--- config.mk ---
export PLATFORM = sky130hd
export DESIGN_NAME = seg7_scan
export DESIGN_NICKNAME = d
export VERILOG_FILES = /design/src/rtl/seg7_pkg.sv /design/src/rtl/hex7seg.sv /design/src/rtl/seg7_scan.sv
export SDC_FILE = /design/constraint.sdc
export NUM_CORES = 1
export LEC_CHECK = 0
export CORE_ASPECT_RATIO = 0.75
export CORE_UTILIZATION = 40
export DETAILED_ROUTE_END_ITERATION = 16
export GPL_TIMING_DRIVEN = 0
export PLACE_DENSITY = 0.74
export SLEW_MARGIN = 10
export SYNTH_ARGS = -nofsm -noshare
export SYNTH_HDL_FRONTEND = slang
export SYNTH_SLANG_ARGS = --single-unit
--- constraint.sdc ---
create_clock -name clock -period 3.17 [get_ports clock]
set_clock_uncertainty 0.05 [all_clocks]
set_input_delay 0.317 -clock clock [delete_from_list [all_inputs] [get_ports clock]]
set_output_delay 0.317 -clock clock [all_outputs]
set_load 0.03 [all_outputs]
--- src/rtl/seg7_pkg.sv ---
// seg7_pkg: shared 7-segment constants and the active-low gfedcba hex table
package seg7_pkg;
  localparam logic [6:0] SEG_BLANK = 7'h7F;
  localparam logic [7:0] AN_OFF = 8'hFF;
  localparam logic [111:0] HEX_TABLE = {
    7'h0E, 7'h06, 7'h21, 7'h46, 7'h03, 7'h08, 7'h10, 7'h00,
    7'h78, 7'h02, 7'h12, 7'h19, 7'h30, 7'h24, 7'h79, 7'h40
  };
  function automatic logic [6:0] hex_seg(input logic [3:0] n);
    return HEX_TABLE[int'(n) * 7 +: 7];
  endfunction
endpackage

--- src/rtl/hex7seg.sv ---
// hex7seg: combinational nibble to active-low {g,f,e,d,c,b,a} segment decoder
module hex7seg
  import seg7_pkg::*;
(
  input  logic [3:0] nibble,
  output logic [6:0] seg
);
  assign seg = hex_seg(nibble);
endmodule

--- src/rtl/seg7_scan.sv ---
// seg7_scan: multiplexed hex display scanner (clock, reset active-low sync, value/blank_lz/dp_mask in; an/seg/dp active-low registered out)
module seg7_scan
  import seg7_pkg::*;
#(
  parameter int N_DIGITS = 8,
  parameter int SCAN_DIV = 50000
) (
  input  logic                  clock,
  input  logic                  reset,
  input  logic [4*N_DIGITS-1:0] value,
  input  logic                  blank_lz,
  input  logic [N_DIGITS-1:0]   dp_mask,
  output logic [N_DIGITS-1:0]   an,
  output logic [6:0]            seg,
  output logic                  dp
);
  localparam int W = 4 * N_DIGITS;
  localparam int IW = N_DIGITS > 1 ? $clog2(N_DIGITS) : 1;
  localparam int CW = $clog2(SCAN_DIV);
  logic [CW-1:0] cnt;
  logic [IW-1:0] idx;
  logic [W-1:0] snap;
  logic [3:0] nib;
  logic [6:0] dec;
  logic wrap, last, blank;
  assign wrap = cnt == CW'(SCAN_DIV - 1);
  assign last = idx == IW'(N_DIGITS - 1);
  assign nib = snap[4 * idx +: 4];
  assign blank = blank_lz && idx != '0 && (snap >> (4 * idx)) == '0;
  hex7seg u_dec (.nibble(nib), .seg(dec));
  always_ff @(posedge clock) begin
    if (!reset) begin
      cnt  <= '0;
      idx  <= '0;
      snap <= '0;
      an   <= '1;
      seg  <= SEG_BLANK;
      dp   <= 1'b1;
    end else begin
      cnt  <= wrap ? '0 : cnt + CW'(1);
      idx  <= wrap ? (last ? '0 : idx + IW'(1)) : idx;
      snap <= wrap && last ? value : snap;
      an   <= ~(N_DIGITS'(1) << idx);
      seg  <= blank ? SEG_BLANK : dec;
      dp   <= ~dp_mask[idx];
    end
  end
endmodule

Word level (Yosys, flattened, before mapping):

Cells that the tools add are included.

* reductions and logical operators: 7
* eq/ne operators: 2
* shifts and indexed selects: 4
* $add $sub $neg: 2
* bitwise gates (word level): 3
* magnitude comparators: 1
* multiply operators: 1
* multiplexer cells: 3

Operator list (number)
* $shiftx 112x32->7 const A: 1
* $logic_not 32->1: 1
* $shiftx 32x6->4: 1
* $shr 32x5->32: 1
* $add 16x1->16 const B: 1
* $eq 16x16->1 const B: 1
* $not 8->8: 1
* $shl 1x3->8 const A: 1
* $mul 4x3->7 const B: 1
* $lt 3x4->1 const B: 1
* $reduce_or 2->1: 2
* $add 3x1->3 const B: 1
* $bmux 1 s3: 1
* $eq 3x3->1 const B: 1
* $logic_and 1x1->1: 3
* $mux 3: 1
* $reduce_bool 3->1: 1
* $not 1->1: 2
* $mux 1: 1

* input bits: 43
* output and inout port bits: 16
* word-level logic and storage cells: 29
* bits in registers: 67

Depth between registers and ports, before layout:

Gate-level depths: netlist of the first run.

* depth after elaboration: 4
* gate-level depth with buffers: 9
* mapped depth without buffers: 7

Cells and area by module:

Synthesis of the first run repeated with hierarchy kept, for this count alone.

* cells, all modules: 411
* area total of the unflattened synthesis: 3651.0 um^2

Modules (own cells, without submodules)
* seg7_scan: cells an instance 375, times used 1, seq. area each 1341.3 um^2, area each 3398.3 um^2
* hex7seg: cells an instance 36, times used 1, seq. area each 0.0 um^2, area each 252.7 um^2

Worst setup path after synthesis of the first run:

Ideal clock, no wire load.

* path kind: reg2reg
* start: reg idx[0]
* end: reg seg[3]
* stages on the path, launching flop included: 9
* buffers on the path: 1
* arrival time: 2.551 ns
* library setup time: 0.083 ns
* clock period less this slack: 2.684 ns
* setup slack: 0.486 ns
* required time: 3.037 ns
* path through: dfxtp_1 > buf_4 > mux4_2 > mux2i_1 > ha_1 > nand2_1 > a2111o_1 > o41a_1 > o221ai_1

* cells in the longest elaborated chain, start to end: 4
* elaborated cells on any way between the ends: 9
* those cells by class: 1 x mul; 3 x shift; 5 x reduce/logical

RTL lines
* from (decl): RTL line seg7_scan.sv:21 `logic [IW-1:0] idx;`
* from (signal assigned): RTL line seg7_scan.sv:41 `idx <= wrap ? (last ? '0 : idx + IW'(1)) : idx;`
* parallel branches: the longest is 4 deep, another holds $mul 4x3->7
* to (signal assigned): RTL line seg7_scan.sv:44 `seg <= blank ? SEG_BLANK : dec;`
* to (decl): RTL line seg7_scan.sv:14 `output logic [6:0] seg,`

Parallel ways; which one is timed is not known.
A chain may end at the register's enable or synchronous reset.

Worst setup path after layout of the first run:

* start: reg idx[2]
* end: reg seg[0]

The elaborated chain is that of the path after synthesis.

==> results of run 1 <==
-- synthesized netlist by cell type, drive strengths merged, types with 3 or more instances --
library cell / count / area [um2]
ha: 12 / 150
nor4: 6 / 37.5
inv: 7 / 26.3
buf: 10 / 61.3
and2: 6 / 37.5
mux2i: 7 / 86.3
a21boi: 33 / 248
nor3b: 3 / 22.5
clkbuf: 12 / 45.0
a21oi: 4 / 20.0
mux4: 10 / 229
nand2b: 3 / 18.8
xor2: 10 / 87.6
nand2: 85 / 322
o221ai: 3 / 26.3
nor3: 9 / 45.0
o211ai: 3 / 22.5
nor2: 23 / 86.3
nand4: 3 / 18.8
o22ai: 3 / 18.8
nand3: 9 / 45.0
o21ai: 8 / 40.0
dfxtp: 67 / 1340
xnor2: 4 / 35.0
-- final cells by class --
| class | instances | area (um2) |
|---|---|---|
| tap | 105 | 131 |
| sequential | 67 | 1340 |
| timing repair buffer | 57 | 571 |
| inverter | 8 | 30.0 |
| buffer | 22 | 106 |
| clock inverter | 7 | 101 |
| multi-input combinational | 271 | 1840 |
| clock buffer | 9 | 124 |
| fill | 762 | 3710 |
-- per-layer routing --
metal	global-route usage	up-vias
li1	-	1428
met1	0.253	1322
met2	0.320	95
met3	0.0546	9
met4	0.0452	0
met5	0	-
-- worst reg2reg max path: cells and delay by family (launching register included) --
| kind | cells | cell delay (ps) |
|---|---|---|
| DFF | 1 | 490 |
| and+or+nand+nor | 1 | 80 |
| AOI/OAI and AO/OA | 3 | 960 |
| adders and majority gates | 1 | 300 |
| buffers and inverters | 2 | 630 |
| muxes | 1 | 450 |
-- how the worst max path moves through the flow --
stage	depth (start not counted)	slack (ps)	endpoint
6_report	8	120	seg[0]
5_1_grt	8	1	seg[6]
4_1_cts	8	90	seg[0]
3_5_place_dp	9	10	seg[0]
3_3_place_gp	9	40	seg[6]
2_1_floorplan	8	490	seg[3]
-- what timing repair did --
action	4_1_cts	5_1_grt
gates resized for setup	1	2
endpoints found under the setup margin	1	7
cloned	0	0
-- placed cells by master (no fill, tap or decap), types with 4 or more instances in the layout --
| cell type | Yosys | layout |
|---|---|---|
| dfxtp_1 | 67 | 66 |
| and2_1 | 5 | 5 |
| buf_2 | 7 | 7 |
| nor2_1 | 23 | 23 |
| mux4_2 | 9 | 9 |
| clkbuf_1 | 12 | 12 |
| nor3_1 | 9 | 9 |
| clkdlybuf4s50_1 | 0 | 57 |
| nand3_1 | 9 | 9 |
| xor2_1 | 10 | 10 |
| o21ai_0 | 5 | 5 |
| nand2_1 | 84 | 84 |
| a21boi_0 | 29 | 29 |
| inv_1 | 6 | 6 |
| a21boi_1 | 4 | 4 |
| a21oi_1 | 4 | 4 |
| xnor2_1 | 4 | 4 |
| ha_1 | 12 | 12 |
| nor4_1 | 6 | 6 |
| clkbuf_8 | 0 | 9 |
-- stage by stage --
step	utilization	setup WS [ps]	hold slack (ps)
6_report	0.534	119	385
5_1_grt	0.534	1.38	402
4_1_cts	0.533	89.2	380
3_5_place_dp	0.505	9.75	408
3_3_place_gp	0.505	43.6	387
2_1_floorplan	-	486	376
-- registers in the layout (all words and copies together), names as in the netlist --
name and count:
seg 7, dp 1, snap 32, idx 3, an 8, cnt 16
-- kinds of logic (layout without fill, tap and decap cells) --
family	count (synthesis)	in the layout
and+or+nand+nor	159	159
AOI/OAI and AO/OA	68	68
DFF	67	67
buffers and inverters	30	103
muxes	18	18
xor gates and xnor gates	14	14
adders and majority gates	12	12
-- power by group through the flow --
stage          clock network, uW  registers [uW]  logic [uW]
6_report                     790             854         106
5_1_grt                      846             855         114
4_1_cts                      810             854         107
3_5_place_dp                   0             873         107
3_3_place_gp                   0             873         106
2_1_floorplan                  0             884        25.7
==> out/results.ini, run 1 <==
[outcome]
status=finished, final reports clean

[die]
start_util=0.416
row_count=28
dieArea_um2=8650
io_pins=59
die_w_um=107
fp.coreArea_um2=7950
die_y_um=80.8

[placement]
dp_hpwl_mm=6.01
port_buffers=57
dpl_cell_area_um2=4010
dpl.cell_count=530
gp_routability_congestion=0.913

[yosys]
synth_edf_count=0
async_flop_share=0
synth_nets=423
synth_seq_cells=67
avgSynthCellArea_um2=9.00
synth_top_flop_cell=dfxtp_1
synth_top_family_by_area=simple AND/OR/NAND/NOR gates
synth_compound_area_frac=0.152
synth_cell_types=59
seq_area_frac_synth=0.405
muxShareOfSynthArea=0.0986
syn_area_um2=3310
yosys.area_share.xor_xnor=0.0370
synthAdderAreaFrac=0.0454
syn_inst=368
yosysWarnings=0
synthSimpleGateAreaFrac=0.221

[critical_path]
rr_endpoint=seg[0]
r2r_setup_slack_ps=120
path_cells=buf_2 -> clkinv_1 -> mux2i_2 -> ha_1 -> nand2_1 -> a2111o_1 -> o41a_1 -> o22ai_1
worstSetupStartpointType=register
cp-end-kind=register
worst_ep_arrival_time_ps=3260
crit_path_top_delay_cell=dfxtp_1
critical_path.max_stage_delay_ps=490
path_buf_inv=2
worstReg2RegStart=idx[2]
worst_ep_required_time_ps=3380
path_class=register to register
r2r_cells=8
critPathTopFamily=compound AO/OA/AOI/OAI gates
path_max_fanout=10
crit_start=idx[2]

[timing]
hold_viol=0
relSlewSlack=0.518
rsz0062_at_grt=false
fin_crit_sh=0.963
finalSetupTns_ps=0
slew_violations=0
max_freq_mhz=328
worst_pin_slew_ps=713
setup_viol=0
period_minus_slack_ps=3050

[clock_network]
clk_pin_slew_ps=80
htreeDepth=3
cts_max_path_buffers=2
cts_sinks=67
root_buffer=clkbuf_8
clk-insertion-delay-late_ps=350
cts-hold-fix-buffers=0
cts_made_buffers=9
postCtsSetupRepairBufs=0
cts_tree=done

[min_path]
hold_depth=2
min-delay-start=reset
worstHoldEndpoint=snap[29]
hp-class=input port to register

[route]
num_vias=2854
maxUsedRoutingLayer=met4
first_iter_violations=199
dr.pass1.iters=5
wl_met3_um=494
met1Wirelength_mm=3.67
wire_per_inst_um=14.3
wl_mm=7.83
viasPerCell=5.23
ant_nets=0
wl_met2_mm=3.60
drc=0

[global_routing]
grt_pass1_wl_mm=13.0
grt.overflow.total=0
grt_pass1_vias=2739
grt_max_degree=14
grt_use_total=0.194
antenna_found_initial=0

[power_and_ir_drop]
pwr-share-seq=0.488
p_leak_uw=0.00155
power.density_nw_per_um2=412
vdd_drop_max_mv=0.251
p_clk_frac=0.452
power.total_uw=1750
swShare=0.221
combPwrFrac=0.061
power.internal_uw=1360
p_switching_uw=386

[finish]
area_growth_pct=28.3
drive_gt1_frac=0.0998
fin_cells=546
num_antenna_cells=0
fin_area_um2=4250
num-nets-final=491

[flow_run]
drv_cap=0

(Power assumes the default switching activity.)
==> run 2, diff against run 1 <==
CORE_UTILIZATION = 53   (was 40)
GPL_ROUTABILITY_DRIVEN = 1   (was not set)
PLACE_DENSITY = 0.91   (was 0.74)
==> out/results.ini, run 2 (synthesized netlist as in run 1, its figures left out) <==
[outcome]
status=finished, final reports clean

[global_routing]
grt_max_degree=14  ; unchanged
grt_pass1_vias=2801  ; +2.3%
antenna_found_initial=0  ; unchanged
grt.overflow.total=0  ; unchanged
grt_use_total=0.260  ; +0.0668
grt_pass1_wl_mm=13.1  ; +1.3%

[die]
row_count=24  ; -14%
die_y_um=70.4  ; -13%
start_util=0.560  ; +0.143
io_pins=59  ; unchanged
die_w_um=93.3  ; -13%
fp.coreArea_um2=5920  ; -26%
dieArea_um2=6570  ; -24%

[route]
viasPerCell=5.66  ; +8.3%
num_vias=2938  ; +2.9%
first_iter_violations=120  ; -40%
wl_mm=7.95  ; +1.5%
wire_per_inst_um=15.3  ; +6.8%
ant_nets=0  ; unchanged
drc=0  ; unchanged
dr.pass1.iters=4  ; -1

[clock_network]
postCtsSetupRepairBufs=0  ; unchanged
cts_tree=done
cts_max_path_buffers=2  ; unchanged
cts_sinks=67  ; unchanged
clk-insertion-delay-late_ps=360  ; about the same
htreeDepth=3  ; unchanged
cts-hold-fix-buffers=0  ; unchanged
cts_made_buffers=9  ; unchanged
clk_pin_slew_ps=70  ; about the same
root_buffer=clkbuf_8

[timing]
slew_violations=0  ; unchanged
setup_viol=0  ; unchanged
relSlewSlack=0.485  ; -0.0331
hold_viol=0  ; unchanged
fin_crit_sh=0.957  ; -0.00552
rsz0062_at_grt=false
worst_pin_slew_ps=762  ; +49.0 ps
finalSetupTns_ps=0  ; unchanged
max_freq_mhz=330  ; +0.58%
period_minus_slack_ps=3030  ; -17.5 ps
timing.final.ws_setup_ps=136  ; +17.5 ps

[finish]
nFillCells=438  ; -43%
largestRegisters=snap: 32 flops, cnt: 16 flops, an: 8 flops
regMostFlops=snap
area_growth_pct=28.2  ; about the same
final_core_util=0.718  ; +0.184
num-nets-final=491  ; unchanged
most-common-layout-cells=84 x nand2_1, 67 x dfxtp_1, 57 x clkdlybuf4s50_1
num_antenna_cells=0  ; unchanged
final_common_cell=nand2_1
fin_cells=519  ; -4.9%
drive_gt1_frac=0.0998  ; unchanged
largest_reg_flops=32  ; unchanged

[min_path]
hold_depth=2  ; unchanged
hp-class=input port to register

[placement]
dp_hpwl_mm=5.88  ; -2.1%
dpl.cell_count=503  ; -5.1%
gp_routability_congestion=0.951  ; +4.2%
pre_cts_ws_ps=-9.26  ; -19.0 ps
port_buffers=57  ; unchanged

[critical_path]
path_cells=buf_6 -> buf_2 -> mux4_2 -> mux2i_4 -> ha_2 -> nand2_1 -> a2111o_1 -> o41a_1 -> o221ai_1
worst_ep_required_time_ps=3380  ; about the same
r2r_cells=9  ; +1
crit_end=seg[6]
crit_start=idx[1]
critical_path.max_stage_delay_ps=500  ; about the same
crit_path_top_delay_cell=dfxtp_1
rr_endpoint=seg[6]
path_max_fanout=10  ; unchanged
critical_path_depth=9  ; +1
r2r_setup_slack_ps=140  ; +20 ps
critPathTopFamily=compound AO/OA/AOI/OAI gates
cp-end-kind=register
worstReg2RegStart=idx[1]
path_buf_inv=2  ; unchanged
path_class=register to register
worst_ep_arrival_time_ps=3250  ; about the same
worstSetupStartpointType=register

[flow_run]
drv_cap=0  ; unchanged

[power_and_ir_drop]
power.density_nw_per_um2=433  ; +5.0%
p_leak_uw=0.00156  ; +0.89%
vdd_drop_max_mv=0.321  ; +28%

==> run 2: area by class of cell <==
class / instances / area [um2] / share of cell area
multi-input cells: 271 / 1850 / 0.436
flip-flops and latches: 67 / 1340 / 0.316
repair buffers: 57 / 571 / 0.134
clock buffers: 9 / 124 / 0.0292
clock inverters: 7 / 124 / 0.0292
plain buffers: 22 / 106 / 0.0251
well taps: 78 / 97.6 / 0.0230
inverters: 8 / 30.0 / 0.00707
==> run 2: timing repair <==
| item | CTS | global route |
|---|---|---|
| hold endpoints to repair | 0 | 0 |
| setup endpoints to repair | 4 | 7 |
| gates resized for setup | 1 | 3 |
| gates cloned | 0 | 0 |
==> run 2: layer usage <==
layer  share of wire  global-route usage  vias to the layer above
li1                -                   -                     1430
met1            0.45               0.336                     1364
met2            0.47               0.414                      129
met3           0.073              0.0850                       15
met4           0.012              0.0786                        0
met5               0                   0                        -
==> run 2: stage by stage <==
stage	area, um2	hold slack, ps	power, uW
2_1_floorplan	3310	376	910
3_3_place_gp	3980	385	977
3_5_place_dp	3980	405	981
4_1_cts	4230	369	1840
5_1_grt	4250	392	1890
6_report	4250	393	1840
==> run 2: worst min path at each step <==
stage                start        to  slack (ps)
floorplan           cnt[0]    cnt[0]         380
global placement    cnt[0]    cnt[0]         390
detailed placement  cnt[0]    cnt[0]         410
CTS                  reset  snap[29]         370
global route         reset  snap[29]         390
finish               reset  snap[29]         390
==> run 2: where the power goes <==
part | total (uW) | switching (uW) | internal, uW
sequential | 854 | 4.15 | 850
clock | 877 | 348 | 529
combinational | 107 | 39.7 | 67.2
==> run 3, diff against run 2 <==
CORE_MARGIN = 5   (was not set)
MAX_ROUTING_LAYER = met4   (was not set)
==> out/results.ini, run 3 (synthesized netlist as in run 1, its figures left out) <==
[die]
row_count=25  ; +4.2%
start_util=0.535  ; -0.0251
io_pins=59  ; unchanged
die_w_um=101  ; +8.6%
dieArea_um2=7940  ; +21%
die_y_um=78.4  ; +11%
fp.coreArea_um2=6190  ; +4.7%

[clock_network]
cts_sinks=67  ; unchanged
cts_max_path_buffers=2  ; unchanged
cts-hold-fix-buffers=0  ; unchanged
clk-insertion-delay-late_ps=350  ; about the same
htreeDepth=3  ; unchanged
clk_pin_slew_ps=70  ; about the same
root_buffer=clkbuf_8
cts_tree=done
cts_made_buffers=9  ; unchanged

[route]
ant_nets=0  ; unchanged
dr.pass1.iters=5  ; +1
wl_mm=8.00  ; +0.60%
num_vias=2922  ; -0.54%
wire_per_inst_um=15.3  ; about the same
viasPerCell=5.60  ; -1.1%
drc=0  ; unchanged
first_iter_violations=285  ; +140%

[placement]
gp_routability_congestion=0.927  ; -2.6%
dp_hpwl_mm=6.00  ; +1.9%
pre_cts_ws_ps=66.1  ; +75.4 ps
dpl.cell_count=506  ; +0.60%
dpl_cell_area_um2=3980  ; about the same
port_buffers=57  ; unchanged

[finish]
area_growth_pct=28.1
num-nets-final=491  ; unchanged
drive_gt1_frac=0.0998  ; unchanged
most-common-layout-cells=84 x nand2_1, 66 x dfxtp_1, 57 x clkdlybuf4s50_1
fin_area_um2=4240  ; -0.12%
fin_cells=522  ; +0.58%
num_antenna_cells=0  ; unchanged
largest_reg_flops=32  ; unchanged
regMostFlops=snap
final_common_cell=nand2_1
largestRegisters=snap: 32 flops, cnt: 16 flops, an: 8 flops

[critical_path]
cp-end-kind=register
worstSetupStartpointType=register
worstReg2RegStart=idx[1]
path_class=register to register
crit_start=idx[1]
worst_ep_arrival_time_ps=3190  ; -60 ps
worst_ep_required_time_ps=3380  ; about the same
path_max_fanout=10  ; unchanged

[min_path]
hp-class=input port to register
min-delay-start=reset

[timing]
rsz0062_at_grt=false
max_freq_mhz=335  ; +1.7%
finalSetupTns_ps=0  ; unchanged
timing.final.ws_setup_ps=187  ; +50.5 ps
slew_violations=0  ; unchanged
relSlewSlack=0.539  ; +0.0541
fin_crit_sh=0.941  ; -0.0159
period_minus_slack_ps=2980  ; -50.5 ps
worst_pin_slew_ps=682  ; -80.1 ps
hold_viol=0  ; unchanged
setup_viol=0  ; unchanged
timing.hold.ws_ps=409  ; +15.9 ps

[global_routing]
grt_use_total=0.216  ; -0.0443
grt.overflow.total=0  ; unchanged
grt_pass1_wl_mm=13.4  ; +2.3%
antenna_found_initial=0  ; unchanged
grt_pass1_vias=2990  ; +6.7%
grt_max_degree=14  ; unchanged

[power_and_ir_drop]
power.density_nw_per_um2=431  ; -0.37%
p_leak_uw=0.00157  ; +0.27%
vdd_drop_max_mv=0.253  ; -21%

[flow_run]
drv_cap=0  ; unchanged

[outcome]
status=finished, final reports clean

-- run 3: worst paths after layout --
check	depth (start not counted)	slack [ps]	endpoint
setup / recovery	9	190	seg[4]
hold / removal	2	410	snap[30]
setup reg to reg	9	190	seg[4]
hold reg to reg	2	410	snap[3]
-- run 3: layout make-up --
type | count | area [um2]
tap | 81 | 101
sequential | 67 | 1340
multi-input combinational | 271 | 1840
buffer | 22 | 106
fill | 495 | 1950
timing repair buffer | 57 | 571
clock inverter | 7 | 125
clock buffer | 9 | 124
inverter | 8 | 30.0
-- run 3: repair_timing --
item                       4_1_cts  5_1_grt
buffers inserted                 0        0
gates resized for setup          0        3
setup endpoints to repair        0        7
-- run 3: report_power, final --
part           total (uW)  switching (uW)  internal [uW]
combinational         105            38.5           66.9
sequential            854            4.20            850
clock                 870             341            529
total                1830             383           1450
-- run 3: per-stage QoR --
stage / util / total power [uW]
final: 0.685 / 1830
after global routing: 0.685 / 1890
after CTS: 0.683 / 1840
after detailed placement: 0.643 / 979
after global placement: 0.643 / 977
after floorplan: - / 910
-- run 3: routing by layer --
layer,part of all wire,vias to the layer above,track usage
met3,0.072,21,0.0639
li1,-,1433,-
met1,0.44,1346,0.264
met4,0.016,0,0.0624
met5,0,-,-
met2,0.47,122,0.347
-- run 3: worst max-delay path, stage by stage (launching register included) --
cell and delay, ps:
dfxtp_2 420, buf_6 180, buf_2 280, mux4_2 360, mux2i_2 310, ha_1 280
nand2_1 70, a2111o_1 290, o41a_1 430, o221ai_1 230
